===== config.mk =====
export PLATFORM = sky130hd
export DESIGN_NAME = pipeline_ctrl
export DESIGN_NICKNAME = d
export VERILOG_FILES = /design/src/rtl/pipeline_ctrl.sv
export SDC_FILE = /design/constraint.sdc
export NUM_CORES = 1
export LEC_CHECK = 0
export BUFFER_PORTS_ARGS = -buffer_cell sky130_fd_sc_hd__buf_4
export CAP_MARGIN = 20
export CORE_MARGIN = 3
export CORE_UTILIZATION = 50
export CTS_CLUSTER_DIAMETER = 80
export DETAILED_ROUTE_END_ITERATION = 7
export PLACE_DENSITY = 0.95
export RECOVER_POWER = 100
export SYNTH_ARGS = -nofsm -noshare
export SYNTH_HDL_FRONTEND = slang
export SYNTH_SLANG_ARGS = --single-unit
export TNS_END_PERCENT = 30

===== constraint.sdc =====
create_clock -name clk -period 3.61 [get_ports clk]
set_clock_uncertainty 0.2 [all_clocks]
set_input_delay 0.1805 -clock clk [delete_from_list [all_inputs] [get_ports clk]]
set_output_delay 0.1805 -clock clk [all_outputs]
set_load 0.005 [all_outputs]

===== src/rtl/pipeline_ctrl.sv =====
// Pipeline hazard/branch/memory-stall controller with timeout halt and
// saturating performance counters for freeze and branch-taken events.
module pipeline_ctrl #(
  parameter int MEM_TIMEOUT = 16,
  parameter int CNT_W       = 16
) (
  input  logic             clk,
  input  logic             rst,
  input  logic             hazard,
  input  logic             branch_req,
  input  logic [31:0]      branch_target,
  input  logic             mem_req,
  input  logic             mem_ready,
  input  logic             cnt_clr,
  output logic             freeze,
  output logic             bubble,
  output logic             flush,
  output logic             stall_all,
  output logic             Branch_taken,
  output logic [31:0]      BranchAddr,
  output logic             mem_error,
  output logic [CNT_W-1:0] stall_cycles,
  output logic [CNT_W-1:0] flush_count
);

  typedef enum logic {RUN = 1'b0, HALT = 1'b1} state_t;

  localparam logic [7:0] WAIT_LIMIT = 8'(MEM_TIMEOUT - 1);

  state_t           r_state;
  state_t           w_state_nxt;
  logic [7:0]       r_wait_cnt;
  logic [7:0]       w_wait_cnt_nxt;
  logic             r_mem_error;
  logic             w_mem_error_nxt;
  logic [CNT_W-1:0] r_stall_cycles;
  logic [CNT_W-1:0] r_flush_count;
  logic             w_mem_block;

  assign w_mem_block = mem_req & ~mem_ready;

  always_ff @(posedge clk or negedge rst) begin
    if (!rst) begin
      r_state     <= RUN;
      r_wait_cnt  <= 8'd0;
      r_mem_error <= 1'b0;
    end else begin
      r_state     <= w_state_nxt;
      r_wait_cnt  <= w_wait_cnt_nxt;
      r_mem_error <= w_mem_error_nxt;
    end
  end

  // Control outputs are combinational; reset level gates them so nothing leaks while rst is low.
  always_comb begin
    w_state_nxt     = r_state;
    w_wait_cnt_nxt  = 8'd0;
    w_mem_error_nxt = r_mem_error;
    freeze          = 1'b0;
    bubble          = 1'b0;
    flush           = 1'b0;
    stall_all       = 1'b0;
    Branch_taken    = 1'b0;
    BranchAddr      = 32'd0;
    if (rst) begin
      case (r_state)
        RUN: begin
          if (w_mem_block) begin
            stall_all = 1'b1;
            freeze    = 1'b1;
            if (r_wait_cnt == WAIT_LIMIT) begin
              w_state_nxt     = HALT;
              w_mem_error_nxt = 1'b1;
            end else begin
              w_wait_cnt_nxt = r_wait_cnt + 8'd1;
            end
          end else if (branch_req) begin
            Branch_taken = 1'b1;
            flush        = 1'b1;
            BranchAddr   = branch_target;
          end else if (hazard) begin
            freeze = 1'b1;
            bubble = 1'b1;
          end
        end
        HALT: begin
          stall_all = 1'b1;
          freeze    = 1'b1;
        end
        default: w_state_nxt = RUN;
      endcase
    end
  end

  always_ff @(posedge clk or negedge rst) begin
    if (!rst) begin
      r_stall_cycles <= '0;
      r_flush_count  <= '0;
    end else if (cnt_clr) begin
      r_stall_cycles <= '0;
      r_flush_count  <= '0;
    end else begin
      if (freeze && (r_stall_cycles != {CNT_W{1'b1}}))
        r_stall_cycles <= r_stall_cycles + 1'b1;
      if (Branch_taken && (r_flush_count != {CNT_W{1'b1}}))
        r_flush_count <= r_flush_count + 1'b1;
    end
  end

  assign mem_error    = r_mem_error;
  assign stall_cycles = r_stall_cycles;
  assign flush_count  = r_flush_count;

endmodule


After elaboration in Yosys (flattened, before gate mapping)

Cells that the tools add are included.

Add/sub/neg operators: 3
Equal/unequal tests: 3
Mux-type cells: 30
Bitwise logic cells: 3
Reductions and logical operators: 5

Operator list:

| cell                                                 | number |
|---|---|
| two-way mux 32 bit                                   | 4 |
| two-way mux 16 bit                                   | 4 |
| adder 16 x 1 -> 16 bit (second input constant)       | 2 |
| two-way mux 8 bit                                    | 4 |
| != test 16 bit (second input constant)               | 2 |
| two-way mux 1 bit                                    | 16 |
| adder 8 x 1 -> 8 bit (second input constant)         | 1 |
| equality test 8 x 4 -> 1 bit (second input constant) | 1 |
| one-hot mux 1 bit (2 select lines)                   | 2 |
| AND reduction 4 bit                                  | 1 |
| nonzero test 2 bit                                   | 2 |
| logical AND 1 bit                                    | 2 |
| inverter 1 bit                                       | 2 |
| bitwise AND 1 bit                                    | 1 |

Bits in registers: 42
Input port bits: 39
Output and inout bits: 70

Longest topological paths before layout

Depth in word-level cells: 8
Mapped depth: 7

Least setup slack after synthesis

No wires, ideal clock.

Path kind: flip-flop to flip-flop
Start: register r_state
End: register r_flush_count[8], in the netlist flush_count[8]
Setup time: 0.125 ns
Data arrival time: 1.695 ns
Path slack: 1.591 ns
Stages on the path, launching flop included: 6
Clock period less this slack: 2.019 ns
Cell sequence: dfrtp_1 > or3_1 > buf_2 > buf_2 > nor4_1 > mux2_2

Word-level cells in the longest chain between the ends: 4

RTL lines:

| what                                | line | text |
|---|---|---|
| start: declaration                  | 30   | `state_t r_state;` |
| start signal: assignment            | 48   | `r_state <= w_state_nxt;` |
| two-way mux 1 bit                   | 66   | `case (r_state)` |
| two-way mux 1 bit                   | 65   | `if (rst) begin` |
| logical AND 1 bit                   | 105  | `if (Branch_taken && (r_flush_count != {CNT_W{1'b1}}))` |
| nonzero test 2 bit (no source line) | -    |  |
| end signal: assignment              | 106  | `r_flush_count <= r_flush_count + 1'b1;` |
| end: declaration                    | 37   | `logic [CNT_W-1:0] r_flush_count;` |

No other way between the ends.
A chain may end at the register's enable or synchronous reset.

Worst setup path in the final report

Start: input port rst
End: output port BranchAddr[19]

Word-level cells in the longest chain between the ends: 1

RTL lines:

| what               | line | text |
|---|---|---|
| start: declaration | 8    | `input logic rst,` |
| two-way mux 32 bit | 65   |  |
| end: declaration   | 20   | `output logic [31:0] BranchAddr,` |

No other way between the ends.

==> report_table.html <==
<table>
<tr><th>Metric</th><th>Value</th></tr>
<tr><th colspan="2">Drt</th></tr>
<tr><td>Drt first pass iters</td><td>4</td></tr>
<tr><td>Antenna violation net count after detailed routing</td><td>0</td></tr>
<tr><td>Count of routing violations after the opening detailed-route iteration</td><td>about 270</td></tr>
<tr><td>Via count</td><td>2648</td></tr>
<tr><td>WL final</td><td>7420 um</td></tr>
<tr><td>DRC Markers</td><td>0</td></tr>
<tr><td>Average routed wire per standard cell</td><td>16.0 um</td></tr>
<tr><td>Vias per std cell</td><td>5.69</td></tr>
<tr><th colspan="2">CTS</th></tr>
<tr><td>Number of sinks on the clock net</td><td>42</td></tr>
<tr><td>Clock root buffer</td><td>sky130_fd_sc_hd__clkbuf_8</td></tr>
<tr><td>Clock transition at path regs</td><td>70 ps</td></tr>
<tr><td>TritonCTS buffer count</td><td>5</td></tr>
<tr><td>Level count of the clock H-tree</td><td>2</td></tr>
<tr><td>Buffers inserted during post-CTS setup optimization</td><td>0</td></tr>
<tr><td>TritonCTS clock tree</td><td>yes</td></tr>
<tr><td>Clock Path Buffers</td><td>2</td></tr>
<tr><td>Gates resized, CTS repair</td><td>0</td></tr>
<tr><td>Clock Latency Late Sink</td><td>approximately 300 ps</td></tr>
<tr><td>Cts hold-fix bufs</td><td>1</td></tr>
<tr><th colspan="2">GRT</th></tr>
<tr><td>Global-route usage over all layers</td><td>0.240</td></tr>
<tr><td>Maximum number of pins on one net before global-route repair</td><td>49</td></tr>
<tr><td>Via count of the first global-routing pass</td><td>2508</td></tr>
<tr><td>Total overflow reported by the global router</td><td>0</td></tr>
<tr><td>Wire length of the first global-routing pass</td><td>11900 um</td></tr>
<tr><td>Number of antenna violations at the first check in global routing</td><td>0</td></tr>
<tr><th colspan="2">Synthesis</th></tr>
<tr><td>Synthesized netlist cell count</td><td>between 200 and 300</td></tr>
<tr><td>Portion of the post-synthesis area used by sequential elements</td><td>0.397</td></tr>
<tr><td>Syn. warnings</td><td>0</td></tr>
<tr><td>Cell area after synthesis</td><td>2650 um2</td></tr>
<tr><td>Avg Synthesized Cell Area</td><td>between 8 and 9 um2</td></tr>
<tr><td>Number of flops mapped to enable cells by yosys</td><td>0</td></tr>
<tr><td>Commonest register cell after synthesis</td><td>sky130_fd_sc_hd__dfrtp_1</td></tr>
<tr><td>Distinct cells, synth</td><td>36</td></tr>
<tr><td>Syn nets</td><td>approximately 340</td></tr>
<tr><td>Share of flip-flops with an asynchronous set or reset</td><td>1.00</td></tr>
<tr><td>Total of flip-flops plus latches after synthesis</td><td>42</td></tr>
<tr><th colspan="2">Min path</th></tr>
<tr><td>Number of cells on the worst hold path</td><td>4</td></tr>
<tr><td>Start point of the worst hold path</td><td>mem_ready</td></tr>
<tr><td>Worst hold path type</td><td>input port to flip-flop</td></tr>
<tr><td>Capture endpoint of the worst hold path</td><td>r_wait_cnt[2]$_DFF_PN0_</td></tr>
<tr><th colspan="2">Power and ir drop</th></tr>
<tr><td>Internal power consumption</td><td>680 uW</td></tr>
<tr><td>Switching Fraction</td><td>0.243</td></tr>
<tr><td>Max VDD drop</td><td>a little under 200 uV</td></tr>
<tr><td>Sw Pwr</td><td>218 uW</td></tr>
<tr><td>Relative contribution of combinational cells to total power</td><td>0.130</td></tr>
<tr><td>Clock share of power</td><td>0.339</td></tr>
<tr><td>Power per standard cell area</td><td>255 nW/um2</td></tr>
<tr><td>Reported leakage power</td><td>0.00158 uW</td></tr>
<tr><td>Post-route total power</td><td>898 uW</td></tr>
<tr><td>Sequential Power Share</td><td>0.531</td></tr>
<tr><th colspan="2">Timing</th></tr>
<tr><td>Setup repair after global routing missed its margin</td><td>no</td></tr>
<tr><td>Worst slew margin</td><td>0.161</td></tr>
<tr><td>Min Clock Period, post-route</td><td>2920 ps</td></tr>
<tr><td>Worst Hold Slack</td><td>18.6 ps</td></tr>
<tr><td>Transition time of the tightest slew-check pin</td><td>1250 ps</td></tr>
<tr><td>Total Neg Setup Slack</td><td>0 ps</td></tr>
<tr><td>Final max-slew violation count</td><td>0</td></tr>
<tr><td>Final-report setup violation count</td><td>0</td></tr>
<tr><td>Maximum clock frequency</td><td>342 MHz</td></tr>
<tr><td>Final Hold Violating Endpoints</td><td>0</td></tr>
<tr><td>Post-route clock period utilization</td><td>0.810</td></tr>
<tr><th colspan="2">Worst setup path</th></tr>
<tr><td>FF-to-FF Start</td><td>stall_cycles[0]$_DFFE_PN0P_</td></tr>
<tr><td>Setup crit end kind</td><td>output pin</td></tr>
<tr><td>Highest net fanout along the worst path</td><td>34</td></tr>
<tr><td>Depth of the worst register-to-register path</td><td>5</td></tr>
<tr><td>Critical path type</td><td>input port to output pin</td></tr>
<tr><td>End of the worst register-to-register path</td><td>stall_cycles[13]$_DFFE_PN0P_</td></tr>
<tr><td>Required @ worst endpoint</td><td>~3200 ps</td></tr>
<tr><td>Arrival time reported for the critical path endpoint</td><td>2540 ps</td></tr>
<tr><td>Slack of the worst reg-to-reg path</td><td>1000 ps</td></tr>
<tr><td>Launching element type of the critical path</td><td>input port</td></tr>
<tr><th colspan="2">Floorplan</th></tr>
<tr><td>Chip Width</td><td>about 79 um</td></tr>
<tr><td>Core Rows</td><td>25</td></tr>
<tr><td>DIE AREA</td><td>~6200 um2</td></tr>
<tr><td>I/O pin count</td><td>109</td></tr>
<tr><td>DIE HEIGHT</td><td>78.7 um</td></tr>
<tr><td>Area of the core</td><td>around 4900 um2</td></tr>
<tr><td>Initial core utilization</td><td>0.539</td></tr>
<tr><th colspan="2">Layout</th></tr>
<tr><td>Post-route cell area</td><td>3520 um2</td></tr>
<tr><td>Count of antenna diodes in the layout</td><td>0</td></tr>
<tr><td>Commonest cells after routing, fill and taps aside</td><td>sky130_fd_sc_hd__buf_4 (61), sky130_fd_sc_hd__dfrtp_1 (42), sky130_fd_sc_hd__clkbuf_4 (40), sky130_fd_sc_hd__nor2_1 (25), sky130_fd_sc_hd__and2_0 (21)</td></tr>
<tr><td>Final nets</td><td>around 440</td></tr>
<tr><td>Area growth from synthesis to layout</td><td>33.3%</td></tr>
<tr><td>Leading cell type in the layout, fill and taps excluded</td><td>sky130_fd_sc_hd__buf_4</td></tr>
<tr><td>Post-route core utilization</td><td>0.718</td></tr>
<tr><td>Fraction of final layout cells with drive strength greater than 1</td><td>0.314</td></tr>
<tr><th colspan="2">Placement</th></tr>
<tr><td>Detailed Place HPWL</td><td>roughly 5400 um</td></tr>
<tr><td>Count of input and output buffers</td><td>approximately 110</td></tr>
<tr><td>Post-detailed-placement cell area</td><td>3470 um2</td></tr>
<tr><td>Weighted congestion at the end of routability-driven global placement</td><td>0.880</td></tr>
<tr><th colspan="2">Outcome</th></tr>
<tr><td>Result of the run</td><td>finished clean</td></tr>
<tr><th colspan="2">Run</th></tr>
<tr><td>Max Cap Violations</td><td>0</td></tr>
</table>
area by class of cell:
class	count	area, um2
multi-input combinational	230	1470
fill	394	1390
sequential	42	1050
timing repair buffer	113	810
tap	67	83.8
clock buffer	6	82.6
inverter	7	26.3
cells in the mapped netlist, types with 4 or more instances:
master | n | share of area
sky130_fd_sc_hd__a21oi_1 | 15 | 0.028
sky130_fd_sc_hd__and2_1 | 33 | 0.078
sky130_fd_sc_hd__and3_1 | 5 | 0.012
sky130_fd_sc_hd__and4_1 | 4 | 0.013
sky130_fd_sc_hd__clkbuf_1 | 10 | 0.014
sky130_fd_sc_hd__dfrtp_1 | 42 | 0.40
sky130_fd_sc_hd__inv_1 | 7 | 0.0099
sky130_fd_sc_hd__mux2_2 | 16 | 0.068
sky130_fd_sc_hd__nand2_1 | 17 | 0.024
sky130_fd_sc_hd__nand3_1 | 18 | 0.034
sky130_fd_sc_hd__nand4_1 | 9 | 0.021
sky130_fd_sc_hd__nor2_1 | 25 | 0.035
sky130_fd_sc_hd__nor2b_1 | 18 | 0.043
sky130_fd_sc_hd__nor3_1 | 5 | 0.0095
sky130_fd_sc_hd__nor4_1 | 16 | 0.038
sky130_fd_sc_hd__o31ai_1 | 11 | 0.031
sky130_fd_sc_hd__or4_1 | 11 | 0.031
sky130_fd_sc_hd__xnor2_1 | 4 | 0.013
worst max-delay path by stage:
stage,end,from,cells past startpoint,slack [ps]
detailed placement,BranchAddr[19],r_state$_DFFE_PN0P_,4,1140
CTS,BranchAddr[16],rst,7,780
floorplan,flush_count[8]$_DFFE_PN0P_,r_state$_DFFE_PN0P_,5,1590
global route,BranchAddr[16],rst,7,520
finish,BranchAddr[19],rst,7,690
global placement,BranchAddr[0],r_state$_DFFE_PN0P_,4,1220
metrics by stage:
step,setup WS [ps],cells
3_5_place_dp,1140,456
3_3_place_gp,1220,456
6_report,687,465
2_1_floorplan,1590,295
4_1_cts,779,463
5_1_grt,517,465
logic make-up after synthesis:
| family | Yosys count | synth area share |
|---|---|---|
| buf+inv | 23 | 0.0412 |
| flops | 42 | 0.397 |
| compound gates | 36 | 0.0894 |
| mux | 17 | 0.0719 |
| simple gates | 168 | 0.366 |
| fa+ha+maj | 3 | 0.0142 |
| xor+xnor | 6 | 0.0199 |
routing by layer:
| metal | GRT usage | up-vias | wire length, um |
|---|---|---|---|
| met5 | 0 | - | 0 |
| met4 | 0.0734 | 0 | 79 |
| met3 | 0.0454 | 8 | 368 |
| li1 | - | 1272 | - |
| met2 | 0.403 | 80 | 3880 |
| met1 | 0.313 | 1288 | 3090 |
registers in the layout, indices dropped and copies added (netlist names):
signal	count
mem_error	1
stall_cycles	16
flush_count	16
r_state	1
r_wait_cnt	8
power by group through the flow:
stage                     logic (uW)  registers [uW]  clock network, uW
after global placement           117             486                  0
after floorplan                 46.8             486                  0
final                            117             477                305
after detailed placement         120             486                  0
after CTS                        122             477                308
after global routing             129             477                329
worst max-delay path, stage by stage:
cell                            delay (ps)
sky130_fd_sc_hd__dlygate4sd3_1         520
sky130_fd_sc_hd__clkbuf_4              130
sky130_fd_sc_hd__nand2_1                60
sky130_fd_sc_hd__or3_1                 620
sky130_fd_sc_hd__inv_1                 660
sky130_fd_sc_hd__and2_0                240
sky130_fd_sc_hd__buf_4                 120
Note: power is estimated with default switching activity, not from simulation.
